===== config.mk =====
export PLATFORM = sky130hd
export DESIGN_NAME = fifo_stream_reader
export DESIGN_NICKNAME = d
export VERILOG_FILES = /design/src/rtl/fifo_stream_reader.sv
export SDC_FILE = /design/constraint.sdc
export NUM_CORES = 1
export LEC_CHECK = 0
export ABC_AREA = 1
export CORE_UTILIZATION = 50
export CTS_BUF_LIST = sky130_fd_sc_hd__clkbuf_4 sky130_fd_sc_hd__clkbuf_8
export DETAILED_ROUTE_END_ITERATION = 10
export PLACE_DENSITY = 0.74
export SLEW_MARGIN = 10
export SYNTH_ARGS = -nofsm -noshare
export SYNTH_HDL_FRONTEND = slang
export SYNTH_SLANG_ARGS = --single-unit

===== constraint.sdc =====
create_clock -name clk -period 1.9 [get_ports clk]
set_input_delay 0.38 -clock clk [delete_from_list [all_inputs] [get_ports clk]]
set_output_delay 0.38 -clock clk [all_outputs]
set_load 0.1 [all_outputs]

===== src/rtl/fifo_stream_reader.sv =====
// fifo_stream_reader
// Drains fixed-length packets from a show-ahead FIFO onto an AXI-Stream style
// output. A packet starts from IDLE when i_enable is high and i_pkt_len is
// non-zero. Exactly len_q words are then popped and streamed, with tlast on
// the final word. Once the last word has been accepted downstream, a
// one-cycle o_pkt_done pulse is produced.
//
// Ports
//   clk, rst          : clock (rising edge), synchronous active-high reset
//   i_fifo_r_data     : FIFO head word (valid while i_fifo_not_empty)
//   i_fifo_not_empty  : FIFO holds at least one word
//   o_fifo_r_stb      : pop strobe, pops the head word in the same cycle
//   i_enable          : level request to start a packet
//   i_pkt_len         : words per packet, sampled when a packet starts
//   o_axis_tdata      : stream data
//   o_axis_tvalid     : stream data valid
//   i_axis_tready     : downstream accepts the word this cycle
//   o_axis_tlast      : final word of the packet
//   o_busy            : high while a packet is in progress
//   o_pkt_done        : one-cycle pulse after the last word is accepted
module fifo_stream_reader #(
   parameter int WIDTH = 4,
   parameter int LEN_W = 8
) (
   input  logic             clk,
   input  logic             rst,
   input  logic [WIDTH-1:0] i_fifo_r_data,
   input  logic             i_fifo_not_empty,
   output logic             o_fifo_r_stb,
   input  logic             i_enable,
   input  logic [LEN_W-1:0] i_pkt_len,
   output logic [WIDTH-1:0] o_axis_tdata,
   output logic             o_axis_tvalid,
   input  logic             i_axis_tready,
   output logic             o_axis_tlast,
   output logic             o_busy,
   output logic             o_pkt_done
);

   typedef enum logic [1:0] {
      IDLE,
      RUN,
      DONE
   } state_t;

   state_t state;
   state_t state_next;

   logic [LEN_W-1:0] len_q;
   logic [LEN_W-1:0] pop_cnt;
   logic [LEN_W-1:0] sent_cnt;
   logic             start;
   logic             xfer;

   assign start = (state == IDLE) && i_enable && (i_pkt_len != '0);
   assign xfer  = o_axis_tvalid && i_axis_tready;

   // Pop only while the output register is free or being emptied this cycle.
   // pop_cnt < len_q stops exactly at len_q words, even at the maximum length.
   // The strobe is gated by rst so that no word is lost during a reset cycle.
   assign o_fifo_r_stb = !rst && (state == RUN) && i_fifo_not_empty &&
                         (pop_cnt < len_q) && (!o_axis_tvalid || i_axis_tready);

   assign o_busy = !rst && (state == RUN);

   // Next-state logic: leave RUN once the tlast word has been accepted, and
   // spend one cycle in DONE, which drives the completion pulse.
   always_comb begin
      state_next = state;
      case (state)
         IDLE: begin
            if (start) begin
               state_next = RUN;
            end
         end
         RUN: begin
            if (xfer && o_axis_tlast) begin
               state_next = DONE;
            end
         end
         DONE: begin
            state_next = IDLE;
         end
         default: begin
            state_next = IDLE;
         end
      endcase
   end

   // State register plus packet bookkeeping and the output register.
   // A pop reloads the output register. A transfer with no pop empties it.
   // With no pop and no transfer, the word is held stable under backpressure.
   always_ff @(posedge clk) begin
      if (rst) begin
         state         <= IDLE;
         len_q         <= '0;
         pop_cnt       <= '0;
         sent_cnt      <= '0;
         o_axis_tdata  <= '0;
         o_axis_tvalid <= 1'b0;
         o_axis_tlast  <= 1'b0;
         o_pkt_done    <= 1'b0;
      end else begin
         state      <= state_next;
         o_pkt_done <= (state_next == DONE);

         if (start) begin
            len_q    <= i_pkt_len;
            pop_cnt  <= '0;
            sent_cnt <= '0;
         end

         if (o_fifo_r_stb) begin
            o_axis_tdata  <= i_fifo_r_data;
            o_axis_tvalid <= 1'b1;
            o_axis_tlast  <= (pop_cnt == (len_q - LEN_W'(1)));
            pop_cnt       <= pop_cnt + LEN_W'(1);
         end else if (xfer) begin
            o_axis_tvalid <= 1'b0;
            o_axis_tlast  <= 1'b0;
         end

         if (xfer) begin
            sent_cnt <= sent_cnt + LEN_W'(1);
         end
      end
   end

endmodule


==> metrics <==
status finished, violations left; failing checks setup timing; worst hold path type reg -> reg; Vias 1701; Seq cells post-synth 25; area grow syn2layout 37.6%; CTS Root Cell clkbuf_4; max_cap viols 0; Final Setup Violations 1; vias in the first global route 1531; Core Area 3080 um2; Setup TNS Final -0.193 ns; hold depth 2; worst reg2reg path depth 11; post-synthesis mux area share 0%; fraction of layout cells with a size suffix above 1 34.0%; fmax 478 MHz; Post-synth EDFFs 0; Post-Syn Area 1650 um2; Synth async-reset ratio 0%; post-synthesis sequential area ratio 30.4%; distinct cell type count of the synthesized netlist 25; Least-Margin Pin Slew 0.290 ns; Total Wirelength 4220 um; GRT Max-Usage Layer met2; most frequent CP cell nand2_4; FP Rows 20; simple-gate share of the synthesized area 36.6%; Worst Path Buf+Inv 2; cts hold-fix bufs 0; XOR/XNOR share of the synthesized area 1.59%; wire length per cell 12.7 um; Fillers 239; Die ar. 3530 um2; fin. max-slew vios 0; number of vias per cell 5.12; Final nets 316; Critical Path Sink Type primary output; Clock Pin Slew Worst Setup and Hold Paths 0.15 ns; dominant cell type by area after synthesis dfxtp_1; GR met3 Demand/Resource 2.84%; placed instance area 2070 um2; kind of cell adding the most delay to the critical path simple AND/OR/NAND/NOR gates; number of buffers added on ports 25; CTS sink count 25; Total Routing Usage GR 24.9%; headroom to the max-slew limit 80.5%; CP peak stage delay 0.36 ns; Critical Path RT 1.52 ns; first-pass GRT wire length 6640 um; RePlAce Congestion 0.824; initial antenna violation count 0; chip height 59.4 um; syn nets 262; CP Class reg -> out; synth top area cells dfxtp_1, nand2_1, nand3_1, ha_1, inv_1; H-tree levels 1; period utilization 110%; number of I/O pins 26; Top FF cell, synth dfxtp_1; worst-path fanout max 4; # diodes 0; DR iter-0 viols 110; M1 GR Usage 33.6%; Lkg Pwr 0.977 nW; Initial DRT Pass Iterations 4; Critical Path Start Type register; CTS tree built; total CTS buffers 3; Final ANT Viol Nets 0; Starting Density 53.5%; Skew-Pair Late Insertion Delay 0.33 ns; HPWL Detailed 2810 um; post-synthesis compound-gate area fraction 14.0%; warnings from Yosys 0; peak supply drop 0.360 mV; commonest non-fill, non-tap cells in the layout nand2_1, buf_4, nand3_1, inv_1, nor2_1; Critical-path top delay cell dfxtp_2; grt met2 use 40.6%; hold violation total from the final report 0; fin crit period 2.09 ns; largest family of logic cells by synthesized area simple AND/OR/NAND/NOR gates; cell count after synthesis 235; Fin Clk Skew 0.00930 ns; power density cells 535 nW/um2; total gr overflow 0; Adder-Cell Fraction of Synth Area 7.59%; WHS 0.488 ns; unrepaired setup endpoints after global routing yes; CP Depth 8; leading cell type in the layout, fill and taps excluded nand2_1; Final Instance Area 2270 um2; DRC 0; Avg Synthesized Cell Area 7.01 um2; final worst setup slack -0.193 ns; crit-path cells inv_2 -> ha_2 -> nand2_2 -> nor2_1 -> nand2_4 -> nand2_4 -> nor2_8 -> buf_12; CP arrival 1.71 ns; largest net degree at the start of global routing 20; share of the synthesized area in the top cell type 30.4%; CTS max path bufs 2; Chip Width 59.4 um
==> synthesized netlist by cell type (3+ instances only) <==
cell type  count
a21oi_1       16
a21oi_2        9
dfxtp_1       25
ha_1          10
inv_1         30
nand2_1       47
nand2_2        8
nand3_1       26
nand3_2        4
nor2_1        24
nor2_4         4
nor3_1         3
o21ai_0       13
==> path summary, 6_finish.rpt <==
kind                                      start               to  slack [ns]
worst max-delay path                   len_q[6]     o_fifo_r_stb       -0.19
worst min register to register  o_axis_tdata[2]  o_axis_tdata[2]        0.49
worst max register to register         len_q[6]       pop_cnt[0]        0.08
worst min-delay path            o_axis_tdata[2]  o_axis_tdata[2]        0.49
==> area by class of cell <==
class | count | area (um2) | share of cell area, %
Timing Repair Buffer | 55 | 503 | 22.2
Multi-Input combinational cell | 174 | 1050 | 46.4
Inverter | 30 | 113 | 4.97
Sequential cell | 25 | 515 | 22.7
Tap cell | 44 | 55.1 | 2.43
Clock buffer | 4 | 30.0 | 1.32
==> power by group <==
group / switching (W) / internal (W) / total, W
clock network: 0.000170 / 0.0000965 / 0.000267
registers: 0.0000129 / 0.000547 / 0.000559
logic: 0.000221 / 0.000165 / 0.000387
==> registers in the layout, summed over array words and instances (netlist names) <==
signal / count
o_axis_tlast: 1
o_pkt_done: 1
state: 2
o_axis_tvalid: 1
len_q: 8
o_axis_tdata: 4
pop_cnt: 8
==> stage by stage <==
stage	util [%]	setup slack, ns	cells	power (W)
CTS	72.0	-0.217	329	0.00119
finish	73.7	-0.193	332	0.00121
floorplan	-	-0.129	235	0.000786
global placement	67.2	-0.0740	316	0.000891
detailed placement	67.2	-0.0900	316	0.000896
global route	73.7	-0.278	332	0.00127
==> logic make-up (layout without fill, tap and decap cells) <==
logic type                 count (synthesis)  after routing
AOI/OAI and AO/OA                         39             39
xor gates and xnor gates                   3              3
adders and majority gates                 10             10
buffers and inverters                     36             89
DFF                                       25             25
and+or+nand+nor                          122            122
==> worst min-delay path, stage by stage, from the launching register on <==
cell	delay (ns)
dfxtp_1	0.34
nand2_1	0.07
a21oi_2	0.05
==> what timing repair did <==
action / 4_1_cts / 5_1_grt
gates resized for setup: 19 / 9
pin swaps: 11 / 6
endpoints found under the setup margin: 1 / 10
setup buffers: 9 / 3
gates cloned: 0 / 0
==> metal layers <==
layer / up-vias / part of all wire (%)
li1: 868 / -
met1: 759 / 46
met2: 64 / 46
met3: 10 / 6.1
met4: 0 / 2.0
met5: - / 0
No activity file was read; power rests on OpenSTA's default activity.
